## src/rtl/bcd_chain_ctrl_if.sv

```systemverilog
// Command channel for bcd_chain_ctrl: valid/ready handshake carrying an opcode and a BCD preset.
interface bcd_chain_ctrl_if #(
    parameter int unsigned NUM_DIGITS = 4
);
    logic                    cmd_valid;
    logic                    cmd_ready;
    logic [1:0]              cmd_op;
    logic [4*NUM_DIGITS-1:0] cmd_data;

    modport master (output cmd_valid, output cmd_op, output cmd_data, input cmd_ready);
    modport slave  (input cmd_valid, input cmd_op, input cmd_data, output cmd_ready);
endinterface

```

## src/rtl/bcd_chain_ctrl.sv

```systemverilog
// Cascaded decade counter with START/STOP/CLEAR/LOAD command control and sticky wrap/error flags.
// Optional down counting via dir_i when BCD_CHAIN_DOWN_EN is defined.
module bcd_chain_ctrl #(
    parameter int unsigned NUM_DIGITS = 4
) (
    input  logic                    clk,
    input  logic                    clr,
    input  logic                    tick_i,
`ifdef BCD_CHAIN_DOWN_EN
    input  logic                    dir_i,
`endif
    bcd_chain_ctrl_if.slave         cmd,
    output logic [4*NUM_DIGITS-1:0] digits_o,
    output logic [1:0]              state_o,
    output logic                    tc_o,
    output logic                    ovf_o,
    output logic                    err_o
);
    localparam int unsigned W = 4 * NUM_DIGITS;

    localparam logic [1:0] OP_START = 2'b00;
    localparam logic [1:0] OP_STOP  = 2'b01;
    localparam logic [1:0] OP_CLEAR = 2'b10;
    localparam logic [1:0] OP_LOAD  = 2'b11;

    typedef enum logic [1:0] {
        ST_IDLE  = 2'b00,
        ST_RUN   = 2'b01,
        ST_PAUSE = 2'b10,
        ST_LOAD  = 2'b11
    } state_e;

    state_e         state_q, state_d;
    logic [W-1:0]   digits_q, digits_d;
    logic [W-1:0]   preset_q, preset_d;
    logic           tc_q, tc_d;
    logic           ovf_q, ovf_d;
    logic           err_q, err_d;
    logic           ready_q, ready_d;

    logic           down;
    logic [W-1:0]   cnt_nxt;
    logic           cnt_wrap;
    logic           carry;
    logic [3:0]     dig;
    logic           preset_ok;
    logic           xfer;

`ifdef BCD_CHAIN_DOWN_EN
    assign down = dir_i;
`else
    assign down = 1'b0;
`endif

    // Ripple increment/decrement across digits; carry out of the top digit marks a wrap.
    always_comb begin
        carry   = 1'b1;
        dig     = 4'd0;
        cnt_nxt = digits_q;
        for (int unsigned i = 0; i < NUM_DIGITS; i++) begin
            dig = digits_q[4*i +: 4];
            if (carry) begin
                if (down) begin
                    carry = (dig == 4'd0);
                    dig   = (dig == 4'd0) ? 4'd9 : 4'(dig - 4'd1);
                end else begin
                    carry = (dig == 4'd9);
                    dig   = (dig == 4'd9) ? 4'd0 : 4'(dig + 4'd1);
                end
            end
            cnt_nxt[4*i +: 4] = dig;
        end
        cnt_wrap = carry;
    end

    // A preset is usable only if every nibble is a decimal digit.
    always_comb begin
        preset_ok = 1'b1;
        for (int unsigned i = 0; i < NUM_DIGITS; i++) begin
            if (preset_q[4*i +: 4] > 4'd9) begin
                preset_ok = 1'b0;
            end
        end
    end

    assign xfer = cmd.cmd_valid & ready_q;

    always_ff @(posedge clk or negedge clr) begin
        if (!clr) begin
            state_q  <= ST_IDLE;
            digits_q <= '0;
            preset_q <= '0;
            tc_q     <= 1'b0;
            ovf_q    <= 1'b0;
            err_q    <= 1'b0;
            ready_q  <= 1'b1;
        end else begin
            state_q  <= state_d;
            digits_q <= digits_d;
            preset_q <= preset_d;
            tc_q     <= tc_d;
            ovf_q    <= ovf_d;
            err_q    <= err_d;
            ready_q  <= ready_d;
        end
    end

    // Command transfers take priority over ticks; LOAD is a one-cycle commit state.
    always_comb begin
        state_d  = state_q;
        digits_d = digits_q;
        preset_d = preset_q;
        tc_d     = 1'b0;
        ovf_d    = ovf_q;
        err_d    = err_q;

        if (state_q == ST_LOAD) begin
            if (preset_ok) begin
                digits_d = preset_q;
            end else begin
                err_d = 1'b1;
            end
            state_d = ST_IDLE;
        end else if (xfer) begin
            case (cmd.cmd_op)
                OP_START: state_d = ST_RUN;
                OP_STOP: begin
                    if (state_q == ST_RUN) begin
                        state_d = ST_PAUSE;
                    end
                end
                OP_CLEAR: begin
                    digits_d = '0;
                    ovf_d    = 1'b0;
                    err_d    = 1'b0;
                    state_d  = ST_IDLE;
                end
                OP_LOAD: begin
                    preset_d = cmd.cmd_data;
                    state_d  = ST_LOAD;
                end
                default: state_d = state_q;
            endcase
        end else if ((state_q == ST_RUN) && tick_i) begin
            digits_d = cnt_nxt;
            if (cnt_wrap) begin
                ovf_d = 1'b1;
                tc_d  = 1'b1;
            end
        end

        ready_d = (state_d != ST_LOAD);
    end

    assign cmd.cmd_ready = ready_q;
    assign digits_o      = digits_q;
    assign state_o       = state_q;
    assign tc_o          = tc_q;
    assign ovf_o         = ovf_q;
    assign err_o         = err_q;
endmodule

```

## src/flat_wrapper.sv

```systemverilog
// flat-port wrapper written by rule: the top's interface ports become plain ports
module bcd_chain_ctrl_flat 
#(
    parameter int unsigned NUM_DIGITS = 4
)
  (clk, clr, tick_i, digits_o, state_o, tc_o, ovf_o, err_o, cmd_cmd_valid, cmd_cmd_op, cmd_cmd_data, cmd_cmd_ready);
  bcd_chain_ctrl_if #(.NUM_DIGITS(NUM_DIGITS)) cmd_i ();
  input  logic clk;
  input  logic clr;
  input  logic tick_i;
  output logic [4*NUM_DIGITS-1:0] digits_o;
  output logic [1:0] state_o;
  output logic tc_o;
  output logic ovf_o;
  output logic err_o;
  input wire logic [$bits(cmd_i.cmd_valid)-1:0] cmd_cmd_valid;
  input wire logic [$bits(cmd_i.cmd_op)-1:0] cmd_cmd_op;
  input wire logic [$bits(cmd_i.cmd_data)-1:0] cmd_cmd_data;
  output wire logic [$bits(cmd_i.cmd_ready)-1:0] cmd_cmd_ready;
  assign cmd_i.cmd_valid = cmd_cmd_valid;
  assign cmd_i.cmd_op = cmd_cmd_op;
  assign cmd_i.cmd_data = cmd_cmd_data;
  assign cmd_cmd_ready = cmd_i.cmd_ready;
  bcd_chain_ctrl #(.NUM_DIGITS(NUM_DIGITS)) u_core (.clk(clk), .clr(clr), .tick_i(tick_i), .cmd(cmd_i), .digits_o(digits_o), .state_o(state_o), .tc_o(tc_o), .ovf_o(ovf_o), .err_o(err_o));
endmodule
```

## config.mk

```make
export PLATFORM = sky130hd
export DESIGN_NAME = bcd_chain_ctrl_flat
export DESIGN_NICKNAME = d
export VERILOG_FILES = /design/src/rtl/bcd_chain_ctrl_if.sv /design/src/rtl/bcd_chain_ctrl.sv /design/src/flat_wrapper.sv
export SDC_FILE = /design/constraint.sdc
export NUM_CORES = 1
export LEC_CHECK = 0
export ABC_AREA = 1
export ABC_CLOCK_PERIOD_IN_PS = 1400
export BUFFER_PORTS_ARGS = -buffer_cell sky130_fd_sc_hd__buf_2
export CELL_PAD_IN_SITES_DETAIL_PLACEMENT = 1
export CELL_PAD_IN_SITES_GLOBAL_PLACEMENT = 2
export CORE_UTILIZATION = 29
export DETAILED_ROUTE_END_ITERATION = 8
export PLACE_DENSITY = 0.8
export RECOVER_POWER = 25
export SLEW_MARGIN = 20
export SYNTH_ARGS = -nofsm -noshare
export SYNTH_HDL_FRONTEND = slang
export SYNTH_SLANG_ARGS = --single-unit
```

## constraint.sdc

```tcl
create_clock -name clk -period 1.4 [get_ports clk]
set_input_delay 0.07 -clock clk [delete_from_list [all_inputs] [get_ports clk]]
set_output_delay 0.07 -clock clk [all_outputs]
set_load 0.02 [all_outputs]
```

**Word-level counts from Yosys, hierarchy flattened**

Cells that the tools add are included.

- Magnitude comparators: 4
- $mul: 0
- Divide/modulo/power cells: 0
- Shift operators: 0
- Muxes and demuxes: 34
- Add/subtract/negate cells: 4
- Reduce and logical (&&, ||, !) cells: 17
- Bitwise operators: 2
- Equal/unequal tests: 14

Operators with widths:

| kind | count |
|---|---|
| two-way mux 16 bit | 5 |
| two-way mux 4 bit | 7 |
| two-way mux 1 bit | 18 |
| adder 4 x 1 -> 4 bit (second input constant) | 4 |
| equality test 4 bit (second input constant) | 4 |
| > comparator 4 bit (second input constant) | 4 |
| AND reduction 4 bit | 4 |
| nonzero test 3 bit | 4 |
| AND reduction 3 bit | 3 |
| one-hot mux 2 bit (4 select lines) | 1 |
| nonzero test 2 bit | 4 |
| equality test 2 bit (second input constant) | 3 |
| two-way mux 2 bit | 3 |
| inequality test 2 bit (second input constant) | 3 |
| equality test 2 x 1 -> 1 bit (second input constant) | 2 |
| inequality test 3 bit (second input constant) | 1 |
| logical NOT 2 bit | 1 |
| inequality test 2 x 1 -> 1 bit (second input constant) | 1 |
| AND 1 bit | 1 |
| logical AND 1 bit | 1 |
| NOT 1 bit | 1 |

- Input port bits: 22
- Bits in read-only memories: 0
- Memories kept: 0
- Latch bits: 0
- Output and inout bits: 22
- Flip-flop bits (word level): 38
- Memory bits (writable): 0

**Depth between registers and ports, before layout**

- Depth after elaboration: 8
- Mapped depth: 9
- Depth with buffers taken out: 9

**Worst setup path after synthesis**

Ideal clock, no wire load.

- Path kind: reg2reg
- Start: register u_core.ready_q (netlist: u_core.cmd.cmd_ready)
- End: register u_core.preset_q[10]
- Library setup time: 0.125 ns
- Required time: 1.275 ns
- Path slack: -0.124 ns
- Period minus slack after synthesis: 1.524 ns
- Stages on the path, launching flop included: 6
- Data arrival time: 1.399 ns
- Cells stage by stage: dfstp_2 nand2_2 nor2_8 nand3_4 buf_6 mux2_4

- Cells in the longest elaborated chain, start to end: 2

Ends and longest elaborated chain:

| what | RTL line | source |
|---|---|---|
| start: declaration | bcd_chain_ctrl.sv:39 | `logic ready_q, ready_d;` |
| start signal: assignment | bcd_chain_ctrl.sv:104 | `ready_q <= ready_d;` |
| AND 1 bit | bcd_chain_ctrl.sv:86 | `assign xfer = cmd.cmd_valid & ready_q;` |
| AND reduction 3 bit (no source line) | -- |  |
| end signal: assignment | bcd_chain_ctrl.sv:100 | `preset_q <= preset_d;` |
| end: declaration | bcd_chain_ctrl.sv:35 | `logic [W-1:0] preset_q, preset_d;` |

Every way passes these cells.
A chain may end at the register's enable or synchronous reset.

**Worst setup path after layout**

- Start: register u_core.ready_q (netlist: u_core.cmd.cmd_ready)
- End: register u_core.preset_q[8]

The elaborated chain is that of the path after synthesis.

==> flow_summary.ini <==
[power_and_ir_drop]
worst_ir_drop_vdd_mv = 0.4549
p_leak_nw = 1.747
power_report.internal_total_mw = 3.031
total_switching_power_mw = 2.240
power.share.clock = 0.147
switching_share_of_power = 0.4249
power_density_mw_per_mm2 = 1589
combinationalPowerShare = 0.527
pwr-share-seq = 0.326

[yosys]
synth_top_cells_by_area = dfrtp_1 (43%), nand2_1 (14%), mux2_4 (4.8%)
warnings_synthesis = 0
yosys_most_used_dff = dfrtp_1
synth_edf_count = 0
synthMostInstantiatedCell = nand2_1
register_bit_total_from_synthesis = 38
synth_area_leader_cell = dfrtp_1
synth_seq_area_share = 0.4376
ys_top_cells_by_count = nand2_1 (81), dfrtp_1 (37), nor2_1 (27)
post_synth_num_cell_types = 30
synthesis.area_per_instance_um2 = 8.401
netlist.area_leader.share = 0.4255
synth-async-reset-ratio = 1.000
postSynthCellCount = 259
netlist_area_before_placement_mm2 = 0.002176
mappedNetlistNets = 289

[sta]
slew_violations = 0
finalHoldViolations = 0
tns_ps = -2224
fmax_mhz = 662.1
finalSetupViolCount = 30
worst_margin_pin_slew_ps = 953.1
setup_ws_ps = -110.4
finalCritPeriodShare = 1.079
rsz0062_at_grt = yes
final.min_clock_period_ps = 1510
finClkSkew_ps = 7.944
slew_headroom = 0.3646

[floorplan]
io_pins = 44
die_area_mm2 = 0.007854
die_width_um = 88.62
row_count = 31
initial_util = 0.3000
design.core.area_mm2 = 0.007253
die_y_um = 88.62

[cts]
clk_transition_reported_paths_ps = 80
clock-sinks = 38
cts-buffers-inserted = 5
tritoncts = done
htreeDepth = 2
cts.root.buffer_cell = clkbuf_8
clk_path_buf_depth = 2
clk-insertion-delay-late_ps = 300

[critical_path]
critical_path.max_stage_delay_ps = 570
crit_fanout = 12
critical_path.endpoint_type = flip-flop
slowest_library_cell_on_the_worst_path = dfstp_2
worst_r2r_path_depth = 5
worstPathCellList = nand2_4 -> nor2_8 -> nand3_4 -> buf_12 -> mux2_4
timing.critical_path.from_type = flip-flop
r2r-start = u_core.cmd.cmd_ready
register_to_register_path_setup_slack_ps = -110
crit_required_ps = 1590
critical_path_class = flip-flop to flip-flop
cp.arrival_ps = 1700
worst_reg2reg_path_endpoint = u_core.preset_q[8]
worst_path_dominant_cell_family = flip-flops
timing.critical_path.buf_inv = 1

[job]
maxCapViolCount = 0

[drt]
antenna_violating_nets_post_route = 0
post_drt_via_cell_ratio = 4.677
wire_per_inst_um = 14.51
vias = 2161
drt_drc_violations_left = 0
detailedRoute.firstIterationViolations = 65
wirelength_um = 6704
drt_first_pass_iters = 4

[worst_hold_path]
min_from = cmd_cmd_data[13]
min_to = u_core.preset_q[13]
depth_of_the_worst_hold_timing_path = 2
worstHoldPathType = primary input to flip-flop

[finish]
antenna-diode-count = 0
layout.nets = 392
fin_util = 0.4575
drive_above_1_share = 0.4573
areaGrowthSynthToFinish_pct = 52.50

[placed_design]
gpl.final_weighted_congestion = 0.7924
dpl.hpwl_um = 4829
placement.io_buffers = 43

[status]
failed_checks = setup timing
result_of_the_run = finished with violations

[global_routing]
grt_first_pass_wirelength_um = 10610
grt_max_degree = 25
first_global_vias = 2197
grt_remaining_overflow = 0
grt_antenna_before_repair = 0
grt_use_total = 0.1783
## registers in the layout (all words and copies together), names as in the netlist
signal and flops:
u_core.preset_q 16, u_core.state_o 2, u_core.digits_o 16, u_core.ovf_o 1, u_core.cmd.cmd_ready 1, u_core.err_o 1, u_core.tc_o 1
## metal layers
metal	GRT usage	up-vias	wire length [µm]
met2	0.3175	44	3511
li1	-	1046	-
met3	0.02892	12	192
met1	0.2254	1059	2897
met5	0	-	0
met4	0.04252	0	102
## final cells by class
cell class,count,area [µm²]
sequential,38,960.9
multi-input combinational,189,1271
fill,884,3935
timing repair inverter,1,3.754
inverter,26,117.6
clock inverter,2,13.76
clock buffer,6,72.57
timing repair buffer,101,754.5
tap,99,123.9
## how the worst max path moves through the flow
stage                         start                  end  slack, ps  cells after the start
2_1_floorplan  u_core.cmd.cmd_ready  u_core.preset_q[10]        -70                      5
3_3_place_gp   u_core.cmd.cmd_ready   u_core.preset_q[9]        -70                      4
3_5_place_dp   u_core.cmd.cmd_ready  u_core.preset_q[15]       -120                      6
4_1_cts           u_core.state_o[0]  u_core.digits_o[10]        -40                      8
5_1_grt        u_core.cmd.cmd_ready  u_core.digits_o[10]       -170                      9
6_report       u_core.cmd.cmd_ready   u_core.preset_q[8]       -110                      5
## kinds of logic (layout without fill, tap and decap cells)
logic type	after synthesis	count (layout)	share of synthesized area
fa+ha+maj	8	8	0.04601
mux	10	10	0.06383
compound gates	18	18	0.04772
buf+inv	32	136	0.07073
flops	38	38	0.4376
simple gates	149	149	0.3180
xor+xnor	4	4	0.01610
## stage by stage
stage | total power [mW] | hold WS (ps) | worst slack (ps) | std cells | cell area, µm²
6_report | 5.271 | 10.23 | -110.4 | 462 | 3318
5_1_grt | 5.662 | 11.98 | -167.6 | 462 | 3318
4_1_cts | 5.068 | 7.382 | -44.23 | 459 | 3148
3_5_place_dp | 4.175 | 31.01 | -120.9 | 437 | 2860
3_3_place_gp | 4.081 | 26.26 | -66.98 | 437 | 2860
2_1_floorplan | 3.067 | -225.6 | -66.91 | 259 | 2218
## timing repair
item,4_1_cts,5_1_grt
pin swaps,9,16
cloned,1,0
hold endpoints to repair,21,0
setup buffers,5,3
setup endpoints to repair,31,31
resized for setup,17,33
hold buffers,8,0
## power groups by stage
| stage | registers, mW | logic, mW | clock network (mW) |
|---|---|---|---|
| global route | 1.77 | 3.07 | 0.825 |
| global placement | 1.68 | 2.40 | 0 |
| detailed placement | 1.70 | 2.48 | 0 |
| finish | 1.72 | 2.78 | 0.774 |
| floorplan | 2.09 | 0.982 | 0 |
| CTS | 1.68 | 2.59 | 0.794 |
## cells in the final DEF (no fill, tap or decap), types with 2 or more instances in the layout
cell type | netlist | layout
nand2_1 | 81 | 75
buf_2 | 4 | 42
buf_4 | 0 | 39
dfrtp_1 | 37 | 30
inv_1 | 23 | 18
nor2_1 | 27 | 18
nand4_1 | 15 | 15
dlygate4sd3_1 | 0 | 8
nand2_4 | 2 | 7
nor2_2 | 3 | 7
mux2_4 | 7 | 7
dfrtp_2 | 0 | 7
inv_2 | 1 | 6
nand3_1 | 11 | 6
a21oi_1 | 7 | 6
buf_6 | 1 | 6
nand2_2 | 5 | 5
nor2_4 | 0 | 5
ha_1 | 8 | 5
clkbuf_8 | 0 | 5
buf_12 | 0 | 5
nand3_4 | 1 | 4
nand3_2 | 2 | 4
xor2_1 | 4 | 4
mux2_2 | 3 | 3
ha_4 | 0 | 3
o21ai_0 | 3 | 2
o22ai_1 | 3 | 2
o21bai_1 | 2 | 2
o21ai_1 | 1 | 2
clkbuf_1 | 0 | 2
## worst register-to-register path, cell delays in order, from the launching register on
cell     delay (ps)
dfstp_2         570
nand2_4          90
nor2_8          160
nand3_4         110
buf_12          170
mux2_4          290
(Power assumes the default switching activity.)
